`src/rtl/mem_arbiter_pkg.sv`:
```
// Shared types and constants for the two-requester memory arbiter.
// Contents:
//   ADDR_W/DATA_W/BE_W   - memory bus widths
//   REQ_CORE/REQ_DBG     - requester indices (core LSU, debug/loader)
//   arb_state_t          - arbiter FSM states
//   mem_req_t            - captured request payload
package mem_arbiter_pkg;

    localparam int unsigned ADDR_W = 32;
    localparam int unsigned DATA_W = 32;
    localparam int unsigned BE_W   = DATA_W / 8;

    localparam logic REQ_CORE = 1'b0;
    localparam logic REQ_DBG  = 1'b1;

    typedef enum logic [1:0] {
        IDLE   = 2'd0,
        ACCESS = 2'd1,
        RESP   = 2'd2
    } arb_state_t;

    typedef struct packed {
        logic [ADDR_W-1:0] addr;
        logic [DATA_W-1:0] wdata;
        logic              wren;
        logic [BE_W-1:0]   be;
    } mem_req_t;

endpackage

```
`src/rtl/mem_arbiter_rr_arbiter2.sv`:
```
// Two-way grant logic for mem_arbiter.
// Ports:
//   req[1:0]    - request vector (bit index = requester index)
//   last_grant  - index of the requester granted most recently
//   gnt[1:0]    - one-hot grant, zero when nothing is requested
// Build option: MEM_ARBITER_FIXED_PRIO_EN makes requester 0 win every tie
// and leaves last_grant unused; otherwise ties go to the requester that was
// not granted last.
module rr_arbiter2
    import mem_arbiter_pkg::*;
(
    input  logic [1:0] req,
    input  logic       last_grant,
    output logic [1:0] gnt
);

`ifdef MEM_ARBITER_FIXED_PRIO_EN
    logic unused_last_grant;
    assign unused_last_grant = last_grant;
`endif

    // A lone request always wins; only a tie needs a decision.
    always_comb begin
        gnt = req;
        if (req[REQ_CORE] && req[REQ_DBG]) begin
            gnt = 2'b00;
`ifdef MEM_ARBITER_FIXED_PRIO_EN
            gnt[REQ_CORE] = 1'b1;
`else
            if (last_grant == REQ_DBG) begin
                gnt[REQ_CORE] = 1'b1;
            end else begin
                gnt[REQ_DBG] = 1'b1;
            end
`endif
        end
    end

endmodule

```
`src/rtl/mem_arbiter.sv`:
```
// Arbitrates a core LSU (requester 0) and a debug/loader port (requester 1)
// onto a single-ported synchronous memory, one transaction at a time.
// Handshake at edge T -> o_mem_en in cycle T+1 -> rvld pulse in cycle T+2.
// Ports:
//   i_clk, i_rst            - clock, synchronous active-high reset
//   i_reqN_vld/addr/wdata/wren/be - request from requester N
//   o_reqN_rdy              - combinational accept (winner in IDLE only)
//   o_reqN_rvld/rdata       - one-cycle response pulse and load data
//   o_mem_*                 - memory strobe, address, data, write, byte enables
//   i_mem_rdata             - memory read data, valid the cycle after o_mem_en
//   o_busy                  - high whenever the FSM is not IDLE
// Build option: MEM_ARBITER_FIXED_PRIO_EN selects fixed priority (requester 0
// wins ties) instead of round-robin.
module mem_arbiter
    import mem_arbiter_pkg::*;
(
    input  logic              i_clk,
    input  logic              i_rst,

    input  logic              i_req0_vld,
    input  logic [ADDR_W-1:0] i_req0_addr,
    input  logic [DATA_W-1:0] i_req0_wdata,
    input  logic              i_req0_wren,
    input  logic [BE_W-1:0]   i_req0_be,
    output logic              o_req0_rdy,
    output logic              o_req0_rvld,
    output logic [DATA_W-1:0] o_req0_rdata,

    input  logic              i_req1_vld,
    input  logic [ADDR_W-1:0] i_req1_addr,
    input  logic [DATA_W-1:0] i_req1_wdata,
    input  logic              i_req1_wren,
    input  logic [BE_W-1:0]   i_req1_be,
    output logic              o_req1_rdy,
    output logic              o_req1_rvld,
    output logic [DATA_W-1:0] o_req1_rdata,

    output logic              o_mem_en,
    output logic [ADDR_W-1:0] o_mem_addr,
    output logic [DATA_W-1:0] o_mem_wdata,
    output logic              o_mem_wren,
    output logic [BE_W-1:0]   o_mem_be,
    input  logic [DATA_W-1:0] i_mem_rdata,

    output logic              o_busy
);

    arb_state_t        state_q;
    arb_state_t        state_d;
    mem_req_t          cap_q;
    mem_req_t          win_req;
    logic              cap_idx_q;
    logic              last_grant_q;
    logic [1:0]        req_vld;
    logic [1:0]        gnt;
    logic [1:0]        rdy;
    logic              hs;
    logic              mem_en_q;
    logic              mem_wren_q;
    logic [1:0]        rvld_q;
    logic [DATA_W-1:0] rdata0_q;
    logic [DATA_W-1:0] rdata1_q;
    logic [DATA_W-1:0] resp_data;

    assign req_vld = {i_req1_vld, i_req0_vld};

    // Grant decision for the current IDLE cycle.
    rr_arbiter2 u_rr_arbiter2 (
        .req        (req_vld),
        .last_grant (last_grant_q),
        .gnt        (gnt)
    );

    // Payload of whichever requester is granted.
    always_comb begin
        win_req.addr  = gnt[REQ_DBG] ? i_req1_addr  : i_req0_addr;
        win_req.wdata = gnt[REQ_DBG] ? i_req1_wdata : i_req0_wdata;
        win_req.wren  = gnt[REQ_DBG] ? i_req1_wren  : i_req0_wren;
        win_req.be    = gnt[REQ_DBG] ? i_req1_be    : i_req0_be;
    end

    // FSM state register.
    always_ff @(posedge i_clk) begin
        if (i_rst) begin
            state_q <= IDLE;
        end else begin
            state_q <= state_d;
        end
    end

    // Next state and ready; gnt is already qualified by vld, so rdy implies
    // a handshake at the coming edge.
    always_comb begin
        state_d = state_q;
        rdy     = 2'b00;
        hs      = 1'b0;
        case (state_q)
            IDLE: begin
                if (!i_rst) begin
                    rdy = gnt;
                end
                hs = |rdy;
                if (|req_vld) begin
                    state_d = ACCESS;
                end
            end
            ACCESS:  state_d = RESP;
            RESP:    state_d = IDLE;
            default: state_d = IDLE;
        endcase
    end

    // Capture, memory strobe, response pulse and held load data.
    always_ff @(posedge i_clk) begin
        if (i_rst) begin
            cap_q        <= '0;
            cap_idx_q    <= REQ_CORE;
            last_grant_q <= REQ_DBG;
            mem_en_q     <= 1'b0;
            mem_wren_q   <= 1'b0;
            rvld_q       <= 2'b00;
            rdata0_q     <= '0;
            rdata1_q     <= '0;
        end else begin
            mem_en_q   <= hs;
            mem_wren_q <= hs & win_req.wren;
            if (state_q == ACCESS) begin
                rvld_q <= (cap_idx_q == REQ_DBG) ? 2'b10 : 2'b01;
            end else begin
                rvld_q <= 2'b00;
            end
            if (hs) begin
                cap_q        <= win_req;
                cap_idx_q    <= gnt[REQ_DBG];
                last_grant_q <= gnt[REQ_DBG];
            end
            if (rvld_q[REQ_CORE]) begin
                rdata0_q <= resp_data;
            end
            if (rvld_q[REQ_DBG]) begin
                rdata1_q <= resp_data;
            end
        end
    end

    // Memory data arrives in the RESP cycle itself, so it is forwarded
    // combinationally there and held in a register afterwards.
    assign resp_data = cap_q.wren ? '0 : i_mem_rdata;

    assign o_req0_rdy   = rdy[REQ_CORE];
    assign o_req1_rdy   = rdy[REQ_DBG];
    assign o_req0_rvld  = rvld_q[REQ_CORE];
    assign o_req1_rvld  = rvld_q[REQ_DBG];
    assign o_req0_rdata = rvld_q[REQ_CORE] ? resp_data : rdata0_q;
    assign o_req1_rdata = rvld_q[REQ_DBG]  ? resp_data : rdata1_q;

    assign o_mem_en    = mem_en_q;
    assign o_mem_wren  = mem_wren_q;
    assign o_mem_addr  = cap_q.addr;
    assign o_mem_wdata = cap_q.wdata;
    assign o_mem_be    = cap_q.be;

    assign o_busy = (state_q != IDLE);

endmodule

```
`config.mk`:
```
export PLATFORM = sky130hd
export DESIGN_NAME = mem_arbiter
export DESIGN_NICKNAME = d
export VERILOG_FILES = /design/src/rtl/mem_arbiter_pkg.sv /design/src/rtl/mem_arbiter_rr_arbiter2.sv /design/src/rtl/mem_arbiter.sv
export SDC_FILE = /design/constraint.sdc
export NUM_CORES = 1
export LEC_CHECK = 0
export BUFFER_PORTS_ARGS = -buffer_cell sky130_fd_sc_hd__buf_2
export CAP_MARGIN = 20
export CORE_UTILIZATION = 47
export CTS_BUF_LIST = sky130_fd_sc_hd__clkbuf_16
export DETAILED_ROUTE_END_ITERATION = 6
export GPL_TIMING_DRIVEN = 0
export PLACE_DENSITY = 0.81
export SYNTH_ARGS = -nofsm -noshare
export SYNTH_HDL_FRONTEND = slang
export SYNTH_HIERARCHICAL = 1
export SYNTH_SLANG_ARGS = --single-unit
```
`constraint.sdc`:
```
create_clock -name i_clk -period 1.7 [get_ports i_clk]
set_input_delay 0.085 -clock i_clk [delete_from_list [all_inputs] [get_ports i_clk]]
set_output_delay 0.085 -clock i_clk [all_outputs]
set_load 0.005 [all_outputs]
```
# Word level (Yosys, flattened, before mapping)
# Index checks and enable logic that the tools add are counted.
[word_totals] ff_bits=141 latch_bits=0 ram_bits=0 rom_bits=0 input_bits=174 output_inout_bits=139 word_cells=39 mem_count=0
[op_classes] addsub=0 multipliers=0 div_mod_pow=0 order_cmp=0 eq_ne=2 shifts=0 muxes=17 bitwise_logic=2 n_reduce_logical=6
[ops] cell="32-bit 2-to-1 mux" count=5
[ops] cell="2-bit 2-to-1 mux" count=6
[ops] cell="2-bit OR reduction" count=3
[ops] cell="1-bit 2-to-1 mux" count=4
[ops] cell="4-bit 2-to-1 mux" count=1
[ops] cell="2-bit case mux with 2 select lines" count=1
[ops] cell="2-bit by 1-bit == test with 1-bit output, second input constant" count=1
[ops] cell="2-bit zero test" count=1
[ops] cell="2-bit inequality test, second input constant" count=1
[ops] cell="2-bit nonzero test" count=1
[ops] cell="1-bit AND" count=1
[ops] cell="1-bit logical AND" count=1
[ops] cell="1-bit inverter" count=1

# Longest topological paths before layout
[logic_depth] ltp_word=7 mapped_depth=7 mapped_depth_nobuf=5

# By module
# The synthesis kept the hierarchy.
[by_module_without_submodules] mod="mem_arbiter" instances=1 cells_per_inst=647 area_per_inst_um2=6610.1 seq_area_each_um2=2822.7
[by_module_without_submodules] mod="rr_arbiter2" instances=1 cells_per_inst=3 area_per_inst_um2=18.8 seq_area_each_um2=0.0

# Worst setup path before layout
# No wires, ideal clock.
[synth_path] path_kind="reg2reg" from="register last_grant_q" to="register cap_q, in the netlist o_mem_addr[3]" setup_ns=0.130 t_arrival_ns=1.383 required_ns=1.570 path_slack_ns=0.187 stages_incl_launch_ff=8 path_buffers=3 synth_period_minus_slack_ns=1.513 cell_sequence="dfxtp_1 a21boi_0 buf_4 nor2_4 buf_4 buf_4 o211ai_1 o21ai_0"
[synth_via] elab_chain_cells=6 elab_cells_between_ends=8 classes_between="7 x mux; 1 x reduce/logical"
[synth_lines] item="from (decl)" line_no="mem_arbiter.sv:53" rtl="logic last_grant_q;"
[synth_lines] item="from (signal assigned)" line_no="mem_arbiter.sv:135" rtl="last_grant_q <= gnt[REQ_DBG];"
[synth_lines] item="1-bit 2-to-1 mux *" line_no="mem_arbiter_rr_arbiter2.sv:30" rtl="if (last_grant == REQ_DBG) begin"
[synth_lines] item="2-bit 2-to-1 mux *" line_no="mem_arbiter_rr_arbiter2.sv:25" rtl="if (req[REQ_CORE] && req[REQ_DBG]) begin"
[synth_lines] item="net gnt[1]" line_no="mem_arbiter.sv:55" rtl="logic [1:0] gnt;"
[synth_lines] item="2-bit 2-to-1 mux" line_no="mem_arbiter.sv:99" rtl="if (!i_rst) begin"
[synth_lines] item="2-bit 2-to-1 mux" line_no="mem_arbiter.sv:97" rtl="case (state_q)"
[synth_lines] item="2-bit OR reduction" line_no="mem_arbiter.sv:102" rtl="hs = |rdy;"
[synth_lines] item="1-bit 2-to-1 mux" line_no="mem_arbiter.sv:97"
[synth_lines] item="to (signal assigned)" line_no="mem_arbiter.sv:133" rtl="cap_q <= win_req;"
[synth_lines] item="to (decl)" line_no="mem_arbiter.sv:50" rtl="mem_req_t cap_q;"
# The timed path passes the listed nets; every way through them passes the cells marked *. The select of a mux whose other input is x is not followed.
# A chain may end at the register's enable or synchronous reset.

# Worst setup path after layout
[layout_path] from="register last_grant_q" to="register cap_q, in the netlist o_mem_wdata[11]"
[layout_via] elab_chain_cells=6 elab_cells_between_ends=8 classes_between="7 x mux; 1 x reduce/logical"
[layout_lines] item="1-bit 2-to-1 mux" line_no="mem_arbiter_rr_arbiter2.sv:30"
[layout_lines] item="2-bit 2-to-1 mux" line_no="mem_arbiter_rr_arbiter2.sv:25"
[layout_lines] item="net gnt[0]" line_no="mem_arbiter.sv:55"
[layout_lines] item="2-bit 2-to-1 mux" line_no="mem_arbiter.sv:99"
[layout_lines] item="2-bit 2-to-1 mux" line_no="mem_arbiter.sv:97"
[layout_lines] item="2-bit OR reduction" line_no="mem_arbiter.sv:102"
[layout_lines] item="1-bit 2-to-1 mux" line_no="mem_arbiter.sv:97"
# The timed path passes the listed nets, and every way through them passes these cells. The select of a mux whose other input is x is not followed.

==> summary.md <==
| Metric | Value |
|---|---|
| Syn Area/Cell | `10.20 um^2` |
| Core ar. | `13,830 um^2` |
| Post-route DRC | `0` |
| Top_reg_cell synth | `dfxtp_1` |
| Crit path max fanout | `10` |
| Area leader, netlist | `dfxtp_1` |
| Synth Register Bits | `141` |
| Seq/Total Area, Yosys | `42.58%` |
| CTS clock-pin slew for the worst setup and hold paths | `60 ps` |
| R2r worst-path depth | `5` |
| Overall overflow remaining after global route | `0` |
| Post-layout util | `75.67%` |
| Row cnt | `43` |
| Setup_tns | `0 ps` |
| Effective utilization at floorplan | `47.94%` |
| Cell area after synthesis | `6629 um^2` |
| GRT Total Usage | `33.82%` |
| CP Capture Point | `o_mem_wdata[11]` |
| Fmax | `592.1 MHz` |
| DP HPWL | `13,770 um` |
| Initial antenna violation count | `0` |
| Via count | `6,969` |
| Slew Viols, Final | `0` |
| First-pass GRT wire length | `37,650 um` |
| Num CTS Buffers | `17` |
| Initial DRC Count | `459` |
| Setup violators final | `0` |
| Wire per inst | `19.11 um` |
| Number of global-route vias before repair | `7,315` |
| Die area | `14,580 um^2` |
| ANT nets after route | `0` |
| Reg-to-reg setup timing slack | `10 ps` |
| Crit path launch | `last_grant_q` |
| Worst Hold Class | `in2reg` |
| Clock Sinks | `141` |
| Reg2reg start | `last_grant_q` |
| DR pass1 iterations | `5` |
| Chip Height | `120.8 um` |
| Worst Setup Start Kind | `register` |
| Arrival @ worst endpoint | `1960 ps` |
| Layout cells sized above 1 | `46.83%` |
| WHS | `9.559 ps` |
| Syn nets | `824` |
| Final GP Congestion | `0.8260` |
| Worst Skew | `10.47 ps` |
| Synth Instances | `650` |
| Pin count of the biggest net entering global routing | `17` |
| CP Class | `reg2reg` |
| Post-synth top area share | `42.58%` |
| Boundary Pins | `313` |
| # port buffers | `312` |
| CTS Buffer Depth | `2` |
| Period minus WS final | `1689 ps` |
| Least-Margin Pin Slew | `475.6 ps` |
| Pwr per Cell Area | `937.5 nW/um^2` |
| VDD IR max | `0.7062 mV` |
| Clk_lat worst skew | `420 ps` |
| Synth unique cells | `30` |
| # fillers | `883` |
| Die W | `120.8 um` |
| CTS tree | `done` |
| Worst setup margin | `10.97 ps` |
| Syn-to-layout area delta | `57.83%` |
| Ys Warns | `6` |
| Status | `finished clean` |
| Required @ worst endpoint | `1970 ps` |
| Synth async-reset ratio | `0%` |
| Final layout net count | `1,282` |
| Post-Route WL | `24,860 um` |
| Lkg Pwr | `5.117 nW` |
| CP Capture Type | `register` |
| DP Worst Slack | `-98.02 ps` |
| RR Endpoint | `o_mem_wdata[11]` |
| Max-Cap Viols | `0` |
| Antenna diodes | `0` |
| Fin crit share | `99.35%` |
| Synth top area cells | `dfxtp_1 (43%), mux2i_1 (10%), mux2_2 (10%)` |
| CTS root buf | `clkbuf_16` |
| Post-synth EDFFs | `0` |
| Rel. slew slack | `68.29%` |
| Vias per Instance | `5.357` |
| H-tree lvl count | `4` |
| Final hold vios | `0` |
## routing by layer
metal / vias to the layer above / track usage [%] / wire (um)
met2: 439 / 57.79 / 12240
met3: 139 / 9.623 / 1847
met5: - / 0 / 0
met1: 3257 / 34.46 / 8968
met4: 0 / 27.31 / 1803
li1: 3134 / - / -
## registers in the layout (all words and copies together), names as in the netlist, 2 cells and up
signal       flops
o_mem_be         4
o_mem_addr      32
rdata0_q        32
o_mem_wdata     32
rdata1_q        32
state_q          2
rvld_q           2
## cells in the final DEF, fill, tap and decap left out, types with 2 or more instances in the layout
master	n
inv_1	4
clkbuf_1	11
dfxtp_2	4
buf_6	5
o211ai_1	68
bufinv_16	6
buf_1	4
mux2_1	3
nor2b_1	33
o21ai_0	62
buf_12	2
buf_4	82
mux2i_1	65
mux2_2	61
dfxtp_1	137
mux2i_2	3
clkbuf_4	3
clkinv_1	3
clkbuf_16	17
o21ai_1	6
buf_2	321
and2_1	67
clkinv_2	3
dlygate4sd3_1	127
clkbuf_2	6
## cell type report
type	count	area, um^2	area share [%]
clock inverter	15	226.5	2.165
tap	180	225.2	2.153
timing repair buffer	442	2880	27.53
sequential	141	2828	27.03
inverter	4	15.01	0.1435
buffer	119	818.3	7.821
clock buffer	17	425.4	4.066
multi-input combinational	383	3044	29.10
## worst max-delay path, cell delays in order (launching register included)
cell      delay, ps
dfxtp_2         330
inv_1           110
a21boi_4         90
o21ai_2         380
clkbuf_1        400
o21ai_0         230
## report_power, final
group	internal, mW	switching, mW	total, mW
clock	2.72	1.44	4.16
combinational	1.06	0.932	1.99
sequential	3.53	0.129	3.66
total	7.31	2.50	9.81
## stage by stage
step | total power, mW | area [um^2] | cells
after floorplan | 4.604 | 6629 | 650
after global placement | 5.254 | 8416 | 1142
after detailed placement | 5.289 | 8416 | 1142
after CTS | 9.637 | 10420 | 1302
after global routing | 10.12 | 10460 | 1301
final | 9.808 | 10460 | 1301
## cells in the mapped netlist (3+ instances only)
library cell and number:
o21ai_0 63, buf_1 7, and2_1 67, mux2_2 61, mux2_1 3, buf_2 19, mux2i_1 69, clkbuf_1 16
buf_4 79, inv_1 3, o21ai_1 5, dfxtp_1 141, nor2b_1 33, o211ai_1 68
## cell families after synthesis
logic type | after synthesis | share of synthesized area [%]
AOI/OAI and AO/OA | 143 | 13.70
and+or+nand+nor | 107 | 10.34
buffers and inverters | 126 | 12.08
DFF | 141 | 42.58
muxes | 133 | 21.29
## how the worst min path moves through the flow
stage | start | end | slack [ps] | cells past startpoint
finish | i_req0_addr[5] | o_mem_addr[5] | 10 | 3
CTS | i_req1_addr[18] | o_mem_addr[18] | 1 | 3
detailed placement | i_req0_vld | state_q[0] | 320 | 2
global placement | i_req0_vld | state_q[0] | 310 | 2
global route | i_req0_addr[5] | o_mem_addr[5] | 7 | 3
floorplan | i_rst | cap_idx_q | 160 | 1
## timing repair
item,in CTS,in global routing
gates cloned,0,0
resized for setup,15,22
pin swaps,0,1
hold endpoints to repair,68,0
setup endpoints to repair,96,63
setup buffers,3,0
hold buffers,127,0
(Power assumes the default switching activity.)
